`config.mk`:
```
export PLATFORM = sky130hd
export DESIGN_NAME = screen_ram_arbiter
export DESIGN_NICKNAME = d
export VERILOG_FILES = /design/src/rtl/screen_ram_arbiter_pkg.sv /design/src/rtl/screen_ram_arbiter_holdoff.sv /design/src/rtl/screen_ram_arbiter.sv
export SDC_FILE = /design/constraint.sdc
export NUM_CORES = 1
export LEC_CHECK = 0
export ABC_AREA = 1
export CAP_MARGIN = 20
export CORE_AREA = 5 5 96 53
export CTS_CLUSTER_DIAMETER = 100
export CTS_CLUSTER_SIZE = 25
export DETAILED_ROUTE_END_ITERATION = 10
export DIE_AREA = 0 0 101 58
export PLACE_DENSITY_LB_ADDON = 0.15
export SETUP_SLACK_MARGIN = 0.05
export SYNTH_ARGS = -nofsm -noshare
export SYNTH_HDL_FRONTEND = slang
export SYNTH_HIERARCHICAL = 1
export SYNTH_SLANG_ARGS = --single-unit
```
`constraint.sdc`:
```
create_clock -name clk -period 1.4 [get_ports clk]
set_input_delay 0.28 -clock clk [delete_from_list [all_inputs] [get_ports clk]]
set_output_delay 0.28 -clock clk [all_outputs]
set_load 0.03 [all_outputs]
```
`src/rtl/screen_ram_arbiter_pkg.sv`:
```
// Shared definitions for the screen RAM arbiter: default geometry, screen
// base address and the ownership state encoding.
package screen_ram_arbiter_pkg;

   localparam int ADDR_WIDTH_DEF  = 11;   // 2 KiB work/screen RAM
   localparam int DATA_WIDTH_DEF  = 8;
   localparam int HOLDOFF_MAX_DEF = 15;

   // First byte of the character screen inside the work RAM.
   localparam logic [ADDR_WIDTH_DEF-1:0] SCREEN_BASE = 11'h200;

   typedef enum logic [1:0] {
      ST_CPU     = 2'd0,   // CPU owns the RAM
      ST_WAIT    = 2'd1,   // video pending, CPU still owns, waiting for a safe boundary
      ST_VIDEO   = 2'd2,   // video owns the RAM, CPU stalled via RDY
      ST_RESTORE = 2'd3    // re-issue the CPU's stalled read before releasing RDY
   } arb_state_t;

endpackage

```
`src/rtl/screen_ram_arbiter_holdoff.sv`:
```
// Saturating holdoff counter for the screen RAM arbiter.
// Ports:
//   clk, reset - clock, synchronous active-high reset
//   clr        - force count to zero (takes effect next cycle)
//   inc        - count one waiting cycle; sticks at HOLDOFF_MAX
//   term       - count has reached HOLDOFF_MAX
module screen_ram_arbiter_holdoff #(
   parameter int HOLDOFF_MAX = 15
) (
   input  logic clk,
   input  logic reset,
   input  logic clr,
   input  logic inc,
   output logic term
);

   localparam int CW = (HOLDOFF_MAX < 1) ? 1 : $clog2(HOLDOFF_MAX + 1);
   localparam logic [CW-1:0] MAXV = CW'(HOLDOFF_MAX);

   logic [CW-1:0] cnt;

   // Saturation keeps term asserted while a run of CPU writes blocks the
   // forced grant, so the grant lands on the first non-write cycle.
   always_ff @(posedge clk) begin
      if (reset || clr)
         cnt <= '0;
      else if (inc && cnt != MAXV)
         cnt <= cnt + 1'b1;
   end

   assign term = (cnt == MAXV);

endmodule

```
`src/rtl/screen_ram_arbiter.sv`:
```
// Screen RAM arbiter: owns the single-port work/screen RAM shared by the 6502
// and the VGA renderer. A renderer request waits for an opcode fetch (or a
// holdoff timeout) on a non-write cycle, stalls the CPU through RDY, serves
// video reads, then re-issues the CPU's stalled read before releasing RDY.
//
// Ports:
//   clk, reset            - clock, synchronous active-high reset
//   vid_req/vid_addr      - renderer request level and read address
//   vid_data/vid_gnt      - renderer read data (1-cycle latency), grant
//   cpu_cs/addr/we/wdata  - CPU access to this RAM
//   cpu_sync              - CPU opcode-fetch cycle
//   cpu_rdata/cpu_rdy     - CPU read data, 6502 RDY
//   ram_addr/we/wdata     - to the synchronous RAM
//   ram_rdata             - from the RAM, 1-cycle read latency
//   stall_cycles          - CPU stall statistics
//
// Build option: define SCREEN_ARB_STATS_EN to count cycles with RDY low in
// stall_cycles (saturating); otherwise stall_cycles is tied to zero.
module screen_ram_arbiter
   import screen_ram_arbiter_pkg::*;
#(
   parameter int ADDR_WIDTH  = ADDR_WIDTH_DEF,
   parameter int DATA_WIDTH  = DATA_WIDTH_DEF,
   parameter int HOLDOFF_MAX = HOLDOFF_MAX_DEF
) (
   input  logic                  clk,
   input  logic                  reset,
   input  logic                  vid_req,
   input  logic [ADDR_WIDTH-1:0] vid_addr,
   output logic [DATA_WIDTH-1:0] vid_data,
   output logic                  vid_gnt,
   input  logic                  cpu_cs,
   input  logic [ADDR_WIDTH-1:0] cpu_addr,
   input  logic                  cpu_we,
   input  logic [DATA_WIDTH-1:0] cpu_wdata,
   input  logic                  cpu_sync,
   output logic [DATA_WIDTH-1:0] cpu_rdata,
   output logic                  cpu_rdy,
   output logic [ADDR_WIDTH-1:0] ram_addr,
   output logic                  ram_we,
   output logic [DATA_WIDTH-1:0] ram_wdata,
   input  logic [DATA_WIDTH-1:0] ram_rdata,
   output logic [15:0]           stall_cycles
);

   arb_state_t            state, state_nxt;
   logic [DATA_WIDTH-1:0] hold_q;       // last read data the CPU saw
   logic [ADDR_WIDTH-1:0] cpu_addr_q;   // address of the access that gets stalled
   logic                  cpu_owns;
   logic                  hold_term;

   assign cpu_owns = (state == ST_CPU) || (state == ST_WAIT);

   // The counter is cleared whenever we are not waiting, so every WAIT entry
   // starts from zero; term rises after HOLDOFF_MAX completed wait cycles.
   screen_ram_arbiter_holdoff #(.HOLDOFF_MAX(HOLDOFF_MAX)) u_holdoff (
      .clk   (clk),
      .reset (reset),
      .clr   (state != ST_WAIT),
      .inc   (state == ST_WAIT),
      .term  (hold_term)
   );

   // Capturing the address every CPU-owned cycle means the value held during
   // VIDEO is the one from the grant cycle, i.e. the read the CPU repeats.
   always_ff @(posedge clk) begin
      if (reset) begin
         state      <= ST_CPU;
         hold_q     <= '0;
         cpu_addr_q <= '0;
      end else begin
         state <= state_nxt;
         if (cpu_owns) begin
            hold_q     <= ram_rdata;
            cpu_addr_q <= cpu_addr;
         end
      end
   end

   always_comb begin
      state_nxt = state;
      ram_addr  = cpu_addr;
      ram_we    = cpu_cs & cpu_we;
      cpu_rdy   = 1'b1;
      vid_gnt   = 1'b0;
      cpu_rdata = ram_rdata;
      unique case (state)
         ST_CPU: begin
            if (vid_req) state_nxt = ST_WAIT;
         end
         ST_WAIT: begin
            // The 6502 ignores RDY on writes, so a write cycle never grants.
            if (!vid_req)
               state_nxt = ST_CPU;
            else if (!cpu_we && (cpu_sync || hold_term))
               state_nxt = ST_VIDEO;
         end
         ST_VIDEO: begin
            cpu_rdy   = 1'b0;
            vid_gnt   = 1'b1;
            ram_addr  = vid_addr;
            ram_we    = 1'b0;
            cpu_rdata = hold_q;
            if (!vid_req) state_nxt = ST_RESTORE;
         end
         ST_RESTORE: begin
            // Re-read the stalled address so its data is on ram_rdata the
            // cycle RDY rises; vid_req is ignored here.
            cpu_rdy   = 1'b0;
            ram_addr  = cpu_addr_q;
            ram_we    = 1'b0;
            cpu_rdata = hold_q;
            state_nxt = ST_CPU;
         end
         default: state_nxt = ST_CPU;
      endcase
   end

   assign ram_wdata = cpu_wdata;
   assign vid_data  = ram_rdata;

`ifdef SCREEN_ARB_STATS_EN
   logic [15:0] stall_q;
   logic        vid_req_q;

   // A saturated count is treated as consumed: the next request edge seen
   // while the CPU owns the RAM restarts it from zero.
   always_ff @(posedge clk) begin
      if (reset) begin
         stall_q   <= '0;
         vid_req_q <= 1'b0;
      end else begin
         vid_req_q <= vid_req;
         if (state == ST_CPU && vid_req && !vid_req_q && stall_q == 16'hFFFF)
            stall_q <= '0;
         else if (!cpu_rdy && stall_q != 16'hFFFF)
            stall_q <= stall_q + 16'd1;
      end
   end

   assign stall_cycles = stall_q;
`else
   assign stall_cycles = 16'h0000;
`endif

endmodule
```
* Yosys cells after proc, flatten, opt, wreduce, memory -nomap -nowiden
Cells that the tools add are included.
** Cells by class
- $add $sub $neg :: 1
- Equal/unequal tests :: 9
- Bitwise logic cells :: 1
- Shifts and indexed selects :: 0
- Div/mod/pow operators :: 0
- Multipliers :: 0
- Multiplexer cells :: 10
- $lt $le $gt $ge :: 0
- Reduce and logical (&&, ||, !) cells :: 9
** Operators with widths (count)
- 11-bit one-hot mux with 2 select lines :: 1
- 2-bit 2-to-1 mux :: 4
- 8-bit 2-to-1 mux :: 1
- 2-bit one-hot mux with 4 select lines :: 1
- 4-bit by 1-bit adder with 4-bit output, second input constant :: 1
- 2-bit == test, second input constant :: 2
- 4-bit == test, second input constant :: 1
- 2-bit != test, second input constant :: 2
- 4-bit != test, second input constant :: 1
- 1-bit logical OR :: 3
- 1-bit 2-to-1 mux :: 3
- 3-bit != test, second input constant :: 1
- 3-bit AND reduction :: 1
- 2-bit by 1-bit == test with 1-bit output, second input constant :: 1
- 1-bit logical AND :: 2
- 2-bit zero test :: 1
- 2-bit by 1-bit != test with 1-bit output, second input constant :: 1
- 2-bit OR reduction :: 1
- 1-bit bitwise AND :: 1
- 1-bit zero test :: 1
** Storage, ports and cells
- Memory bits (read-only) :: 0
- Bits in latches :: 0
- Register bits :: 25
- Bits in writable memories :: 0
- Output and inout bits :: 54
- Logic and storage cells :: 34
- Input port bits :: 44
- Memories :: 0

* Logic depth before layout (Yosys ltp)
Gate-level depths: netlist of the first run.
- Depth after elaboration :: 6
- Depth in mapped cells :: 7

* Modules after synthesis
The synthesis of the first run kept the hierarchy.
** By module, submodules not included
- screen_ram_arbiter :: seq. area each 420.4 sq um, area an instance 1188.6 sq um, times used 1, cells each 169
- screen_ram_arbiter_holdoff :: seq. area each 80.1 sq um, area an instance 200.2 sq um, times used 1, cells each 29

* Least setup slack after synthesis of the first run
OpenSTA, ideal clock, no wires.
- Path kind :: register -> output
- From :: reg state[0]
- To :: out ram_addr[10]
- Cell stages (with the launch flop) :: 4
- Slack :: -0.009 ns
- Arrival :: 1.129 ns
- Path through :: dfxtp_1 -> inv_2 -> buf_2 -> o211ai_1
** Between the ends
- Word-level cells in the longest chain between the ends :: 2
- Elaborated cells between the ends (all ways) :: 3
- Those cells by class :: eq/ne (2); mux (1)
** RTL lines
- start: declaration :: line screen_ram_arbiter.sv:46 : arb_state_t state, state_nxt;
- start signal: assignment :: line screen_ram_arbiter.sv:72 : state <= state_nxt;
- 2-bit == test :: line screen_ram_arbiter.sv:87 : unique case (state)
- 11-bit one-hot mux with 2 select lines (*) :: line screen_ram_arbiter.sv:87
- end: declaration :: line screen_ram_arbiter.sv:39 : output logic [ADDR_WIDTH-1:0] ram_addr,
Every way passes the cells marked *; elsewhere a longest branch is shown, timed or not.

==> metrics.txt, run 1 <==
run status finished with violations; failing checks setup timing; Logic pwr share between 20% and 30%; Die Area 0.00586 mm^2; routed vias about 1300; Final Worst Setup Slack -0.173 ns; vias in the first global route approximately 1200; Hold Startpoint hold_q[0]; Initial DRC Count between 40 and 50; Hold Path Depth 2; CTS Buf Count 3; DP Wirelength roughly 2.9 mm; Post-route DRC 0; Antenna Cells 0; FF/Latch Area 505 um^2; post-synth design cell area roughly 0.0014 mm^2; hold crit path type reg -> reg; Setup crit end kind output port; grt peak-use layer met1; R2R Setup Slk 0.20 ns; Post-Layout Cell Count 309; sequential power share 45.5%; Fin. Hold Viols 0; post-synthesis sequential area ratio 36.0%; area delta synth->final 44.3%; Startpoint Class register; M2 GR Usage around 16%; Clock Sinks 25; vias per cell 4.27; Die X a little over 100 um; RD Place Congestion approximately 0.75; final core occ 47.8%; initial antenna violation count 0; Max Fanout on Critical Path 7; CP max stage cell dfxtp_4; peak supply drop 0.345 mV; grt total ovfl 0; R2R Path Start u_holdoff/cnt[0]; first-pass GRT wire length 5.62 mm; Int Pwr around 1.2 mW; Final #Nets between 200 and 300; leading area contributor after synthesis dfxtp_1; crit-path cells inv_4 -> nor2_4 -> buf_6 -> nand2_1 -> o211ai_1 -> buf_4; Clk Latency, worst-skew pair 0.26 ns; Initial Util 33.1%; R2R depth 7; switching share of total power 31.0%; #FFs+latches synth 25; Static Leak between 0.9 and 1 nW; layout cells sized above 1 23.4%; RSZ-0062 raised after global routing true; worst clock skew 0.00138 ns; Setup CP Type reg -> out; Clk network pwr share between 20% and 30%; Final TNS setup -2.16 ns; num rows 17; CP required around 1.1 ns; # setup viols final 20; crit path time final 1.57 ns; placed cells 302; Pre-antenna DRT Iters 4; routed length per instance 11.7 um; synth unique cells 19; DRT Wirelength 3.62 mm; top cell type's share of synthesized area 36.0%; met1 usage 17.9%; Avg Cell Area, Syn 7.01 um^2; Max Cap Viol 0; Synth Instances slightly below 200; top post-synthesis cells by area dfxtp_1 36%, buf_4 18%, nand2_1 18%; GR Util All Layers a little under an eighth; CTS tree yes; Core Area 0.00419 mm^2; footprint of the multi-input gates 664 um^2; largest net degree at the start of global routing 17; Setup WS pre-CTS 0.000280 ns; Tcrit/Tclk final 112%; Reg clk slew, reported paths 0.08 ns; pwr dens 833 mW/mm^2; CTS Root Cell clkbuf_8; Max Slew Vio Count 0; M3 GR Usage 5.77%; CTS Hold Bufs 0; Die Y around 58 um; WHS Endpoint hold_q[0]; H-tree depth 1; Fill cells 422; Clock Path Buffers 2; Worst Path Arrival about 1.3 ns; Yosys Warn Count 6; Ports 98; Antenna Nets Post-Route 0; fmax 636 MHz; max incr delay on CP 0.38 ns; IO buf count 65; NetSw approximately 0.52 mW
[cell families (layout without fill, tap and decap cells)]
family,count (synthesis),in the layout,share of synthesized area (%)
compound gates,37,37,15.5
fa+ha+maj,1,1,0.901
buf+inv,48,87,22.5
flops,25,25,36.0
other cells,1,16,0.270
simple gates,86,86,24.8
[area by class of cell]
class | instances | area share, %
repair buffers | 75 | 34.2
multi-input cells | 140 | 33.1
flip-flops and latches | 25 | 25.2
well taps | 57 | 3.56
clock buffers | 4 | 2.25
inverters | 8 | 1.62
[what timing repair did]
item | CTS | global route
pin swaps | 1 | 4
gates resized for setup | 7 | 13
buffers inserted | 3 | 0
endpoints found under the setup margin | 22 | 23
[worst max path at each step]
stage | start | slack (ns) | depth (start not counted) | end
4_1_cts | register | -0.19 | 6 | ram_addr[9]
6_report | register | -0.17 | 6 | ram_addr[2]
3_5_place_dp | cpu_addr[10] | 0.0003 | 4 | ram_addr[10]
2_1_floorplan | state[0] | 0.05 | 3 | ram_addr[10]
5_1_grt | register | -0.25 | 6 | ram_addr[2]
3_3_place_gp | cpu_addr[10] | -0.007 | 4 | ram_addr[10]
[power groups by stage]
stage	Combinational, mW	Sequential [mW]	Clock, mW
after floorplan	0.363	0.775	0
after global placement	0.481	0.777	0
after detailed placement	0.478	0.778	0
after CTS	0.487	0.761	0.441
after global routing	0.526	0.765	0.479
final	0.491	0.760	0.420
[placed cells by master (no fill, tap or decap), types with 2 or more instances in the layout]
| cell | n |
|---|---|
| inv_1 | 6 |
| a21oi_1 | 22 |
| buf_6 | 4 |
| nor2_1 | 13 |
| conb_1 | 16 |
| nand2_2 | 7 |
| buf_4 | 34 |
| clkbuf_8 | 3 |
| nand2_4 | 2 |
| nand2_1 | 58 |
| clkdlybuf4s50_1 | 35 |
| o211ai_1 | 11 |
| dfxtp_1 | 23 |
| o21ai_0 | 2 |
| nand3_1 | 2 |
[worst max-delay path, delay by kind of cell, from the launching register on]
family	cells	cell delay, ns
buffers and inverters	3	0.39
flip-flops	1	0.38
AO/OA/AOI/OAI	1	0.09
AND/OR/NAND/NOR	2	0.17
[registers in the layout, summed over array words and instances, names as in the netlist, named ones only]
name           cells
u_holdoff/cnt      4
cpu_addr_q        11
hold_q             8
state              1
[cells in the mapped netlist]
master,number
nand3_1,2
nand3_2,1
nor2_4,1
buf_4,34
nand2_2,1
dfxtp_1,25
o211ai_1,11
conb_1,1
o21ai_0,3
clkbuf_1,2
inv_1,6
nor2_1,14
o21bai_1,1
nand4_1,1
nand2_1,66
a21oi_1,22
inv_2,2
buf_2,4
ha_1,1
[metrics by stage]
step	hold WS, ns	power [mW]	area [um^2]
4_1_cts	0.476	1.69	1970
3_5_place_dp	0.463	1.26	1860
2_1_floorplan	0.342	1.14	1460
6_report	0.473	1.67	2000
3_3_place_gp	0.462	1.26	1860
5_1_grt	0.506	1.77	2000
[metal layers]
metal / vias to the layer above / part of all wire, %
li1: 696 / -
met5: - / 0
met3: 2 / 11
met1: 564 / 50
met4: 0 / 0.11
met2: 58 / 39
(Power assumes the default switching activity.)
==> inputs of run 2 (changes only) <==
clock period = 1.9 ns   (was 1.4 ns; I/O delays follow)
==> run 2 against run 1 <==
The flow now finishes without violations; combinational power is 29% lower; sequential cell count unchanged; count of clock-buffer cells in the layout fell by 1; die area unchanged; critical path depth is 4 lower; cell area down 3.9%.
==> metrics.txt, run 2 (synthesized netlist as in run 1, its figures left out) <==
first-pass GRT wire length 5.20 mm; num rows 17; routed metal-1 wire length 1.72 mm; Pre-antenna DRT Iters 4; Initial DRC Count 24; routed length per instance 11.5 um; peak supply drop 0.216 mV; initial antenna violation count 0; R2R depth 7; WHS Endpoint hold_q[0]; Clk Latency, worst-skew pair 0.27 ns; Max Slew Vio Count 0; Post-route DRC 0; H-tree depth 1; max reg flops 11; vias per cell 4.18; Setup CP Type reg -> out; Ports 98; CP required 1.52 ns; Die Area approximately 0.006 mm^2; Core Area 0.00419 mm^2; DP Wirelength 2.74 mm; Antenna Nets Post-Route 0; commonest non-fill, non-tap cell in the layout nand2_1; routed vias 1279; CTS tree yes; Biggest register cpu_addr_q; commonest non-fill, non-tap cells in the layout 66 x nand2_1, 36 x clkdlybuf4s50_1, 34 x buf_4, 25 x dfxtp_1, 22 x a21oi_1; worst clock skew around 0.0062 ns; Final TNS setup 0 ns; Initial Util between 30% and 40%; Fin. Hold Viols 0; Hold Startpoint hold_q[0]; Clock Path Buffers 2; Clock Sinks 25; DRT Wirelength 3.53 mm; Tcrit/Tclk final 93.8%; CTS Root Cell clkbuf_8; Largest regs cpu_addr_q: 11 flops, hold_q: 8 flops, u_holdoff/cnt: 4 flops; grt total ovfl 0; Top Layer Used met3; FF/Latch Area 500 um^2; Max Cap Viol 0; Hold Path Depth 2; Antenna Cells 0; Startpoint Class register; hold crit path type reg -> reg; metal2 WL 1.39 mm; RSZ-0062 raised after global routing false; Fill cells 448; Static Leak about 0.86 nW; Final Worst Setup Slack 0.117 ns; run status finished clean; Worst Path Arrival around 1.4 ns; pwr dens 637 mW/mm^2; Setup crit end kind output port; # setup viols final 0; Max Fanout on Critical Path 4; RD Place Congestion 0.849; Reg clk slew, reported paths 0.09 ns; Die X 101 um; vias in the first global route 1103; GR Util All Layers between 10 and 15%; crit path time final between 1.5 and 2 ns; layout cells sized above 1 18.1%; DR WL met3 424 um; R2R Setup Slk 0.62 ns; CTS Buf Count 3; Setup WS pre-CTS 0.325 ns; largest net degree at the start of global routing 22; IO buf count 65; CTS Hold Bufs 0; r2r endpoint u_holdoff/cnt[0]; footprint of the multi-input gates 632 um^2; Die Y 58 um; area delta synth->final 38.7%; fmax 561 MHz; Final #Nets approximately 300
run 2: cell types whose count changed in the layout (fill, tap and decap cells not counted), sizes merged:
| cell | delta |
|---|---|
| buf | -4 |
| clkbuf | -1 |
| clkdlybuf4s50 | +1 |
| clkinv | +1 |
run 2: timing repair:
| item | 4_1_cts | 5_1_grt |
|---|---|---|
| gates resized for setup | 0 | 1 |
| setup endpoints to repair | 0 | 4 |
| buffers inserted | 0 | 2 |
run 2: worst max-delay path, cell delays in order, from the launching register on:
cell and delay (ns):
dfxtp_1 0.34, inv_2 0.10, clkdlybuf4s50_1 0.69
run 2: power breakdown:
group	switching (mW)	internal, mW	leakage [nW]	total (mW)
clock	0.169	0.147	0.0255	0.316
sequential	0.00888	0.551	0.207	0.560
combinational	0.208	0.144	0.624	0.351
run 2: through the flow:
| stage | area, um^2 | total power [mW] | util (%) | hold WS, ns | std cells |
|---|---|---|---|---|---|
| 6_report | 1930 | 1.23 | 46.0 | 0.476 | 306 |
| 5_1_grt | 1930 | 1.29 | 46.0 | 0.500 | 306 |
| 4_1_cts | 1900 | 1.24 | 45.2 | 0.480 | 304 |
| 3_5_place_dp | 1850 | 0.922 | 44.1 | 0.468 | 300 |
| 3_3_place_gp | 1850 | 0.923 | 44.1 | 0.460 | 300 |
| 2_1_floorplan | 1450 | 0.837 | - | 0.449 | 213 |
run 2: worst max-delay path by stage:
| stage | slack [ns] | from | endpoint |
|---|---|---|---|
| final | 0.12 | register | cpu_rdy |
| after global routing | 0.06 | register | cpu_rdy |
| after CTS | 0.10 | register | ram_addr[4] |
| after detailed placement | 0.33 | cpu_addr[4] | ram_addr[4] |
| after global placement | 0.33 | cpu_addr[7] | ram_addr[7] |
| after floorplan | 0.39 | state[0] | ram_addr[10] |
run 2: area by class of cell:
type                    count  share of cell area [%]
repair buffers             72                    33.6
flip-flops and latches     25                    26.0
inverters                   8                    1.56
well taps                  57                    3.70
clock inverters             1                   0.260
multi-input cells         140                    32.8
clock buffers               3                    2.14
run 2: layer usage:
metal / vias to the layer above / global-route usage, %
met1: 535 / 14.6
li1: 693 / -
met3: 0 / 6.25
met5: - / 0
met2: 51 / 16.4
met4: 0 / 1.89
==> variant, RTL diff (settings of run 2) <==
The 4 states of `arb_state_t` get a one-hot encoding in 4 bits.
--- a/src/rtl/screen_ram_arbiter_pkg.sv
+++ b/src/rtl/screen_ram_arbiter_pkg.sv
@@ -10,9 +10,9 @@
    localparam logic [ADDR_WIDTH_DEF-1:0] SCREEN_BASE = 11'h200;
 
-   typedef enum logic [1:0] {
-      ST_CPU     = 2'd0,   // CPU owns the RAM
-      ST_WAIT    = 2'd1,   // video pending, CPU still owns, waiting for a safe boundary
-      ST_VIDEO   = 2'd2,   // video owns the RAM, CPU stalled via RDY
-      ST_RESTORE = 2'd3    // re-issue the CPU's stalled read before releasing RDY
+   typedef enum logic [3:0] {
+      ST_CPU     = 4'b0001,   // CPU owns the RAM
+      ST_WAIT    = 4'b0010,   // video pending, CPU still owns, waiting for a safe boundary
+      ST_VIDEO   = 4'b0100,   // video owns the RAM, CPU stalled via RDY
+      ST_RESTORE = 4'b1000    // re-issue the CPU's stalled read before releasing RDY
    } arb_state_t;
 
Behaviour: no difference found for any inputs over 10 cycles, from zero or initial values and one cycle with reset high; not proved beyond that.
==> variant against run 2 <==
  * Wire length grew 27%
  * First-iteration DRC count grew to 3.0 times the old value
  * Global-route usage grew 3.2 points
  * Die area is the same
  * Register-to-register slack lost 140 ps
  * Power grew 22%
  * Design area grew 23%
  * Via count grew 30%
  * Sequential cell count grew 2
  * Area after synthesis grew 24%
  * Worst setup slack lost 87 ps
==> variant: results <==
set metrics [dict create \
    dr.pass1.iters 4 \
    grt_first_pass_wirelength_um 6824 \
    clockRootBuffer "clkbuf_8" \
    dp_hpwl_um 3170 \
    synth_cell_types 26 \
    drt_iter0_drc 73 \
    crit_path_max_incr_delay_ps 360 \
    grt_pass1_vias 1400 \
    cp_slowest_cell "dfxtp_4" \
    nFillCells 413 \
    critPathTopFamily "simple AND/OR/NAND/NOR gates" \
    synth_common_cells "nand2_1 (57), nor2_1 (50), buf_4 (32)" \
    ys_seq_area_share_pct 31.40 \
    drc 0 \
    grtUsageTotal_pct 14.38 \
    io_buffers 65 \
    nNetsFinal 355 \
    place.gp.congestion 0.8159 \
    finalClockSkew_ps 2.830 \
    viasPerCell 4.549 \
    synth_warnings 6 \
    grt_max_degree 21 \
    synth_area_leaders "dfxtp_1 (31%), buf_4 (14%), nand2_1 (12%)" \
    worstPathMaxFanout 6 \
    top_regs "cpu_addr_q x11, hold_q x8" \
    wirelength_um 4476 \
    ir_worst_vdd_mv 0.2574 \
    worstPathArrival_ps 1490 \
    status "completed" \
    p_leak_nw 1.079 \
    drive_gt1_share_pct 24.27 \
]
==> variant: cell count changes after synthesis, moves of 9 or more <==
| cell | run 2 | this run |
|---|---|---|
| o21ai_1 | 0 | 10 |
| o211ai_1 | 11 | 0 |
| a21oi_1 | 22 | 3 |
| nand3_1 | 2 | 25 |
| nor2_1 | 14 | 50 |
| nand2_1 | 66 | 57 |
| o21ai_0 | 3 | 12 |
==> variant: path summary, 6_finish.rpt <==
path                                 from           to  slack (ps)  depth (start not counted)
worst max-delay path             state[1]  ram_addr[2]          30                          7
worst min register to register  hold_q[7]    hold_q[7]         490                          2
worst max register to register   state[1]    hold_q[2]         480                          8
worst min-delay path            hold_q[7]    hold_q[7]         490                          2
==> variant: repair_timing <==
action | 4_1_cts | 5_1_grt
pin swaps | 0 | 8
cloned | 1 | 0
setup buffers | 2 | 2
endpoints found under the setup margin | 21 | 20
hold buffers | 0 | 0
gates resized for setup | 13 | 22
==> variant: per-layer routing <==
layer	track usage (%)	part of all wire (%)
met3	4.688	8.0
met1	20.29	48
met2	21.23	43
met5	0	0
met4	3.409	0.89
==> variant: area by class of cell <==
cell class                      count  area [um2]  area share [%]
Multi-Input combinational cell    191       912.1           38.59
Timing Repair Buffer               74       720.7           30.49
Sequential cell                    27       548.0           23.19
Tap cell                           57       71.32           3.017
Inverter                           12       58.81           2.488
Clock buffer                        4       45.04           1.906
Timing Repair inverter              1       7.507          0.3176
==> variant: per-stage QoR <==
step / setup slack, ps / setup TNS, ps / instance area [um2] / instances
after CTS: 49.44 / 0 / 2272 / 364
after detailed placement: 165.4 / 0 / 2150 / 357
final: 29.99 / 0 / 2364 / 366
after global routing: -20.94 / -174.3 / 2364 / 366
after floorplan: 229.7 / 0 / 1778 / 272
after global placement: 202.7 / 0 / 2150 / 357
==> variant: power breakdown <==
part           internal (W)  switching, W  total [W]
clock              0.000150      0.000176   0.000326
sequential         0.000629     0.0000343   0.000664
combinational      0.000203      0.000300   0.000503
==> variant: logic make-up after synthesis <==
family	after synthesis	synth area share (%)
flops	27	31.40
buf+inv	54	21.80
other cells	1	0.2178
simple gates	147	37.65
compound gates	27	8.212
fa+ha+maj	1	0.7266
==> variant: worst register-to-register path, delay by kind of cell, from the launching register on <==
kind	cells	cell delay, ps
AO/OA/AOI/OAI	1	80
flip-flops	1	370
AND/OR/NAND/NOR	4	580
buffers and inverters	3	330
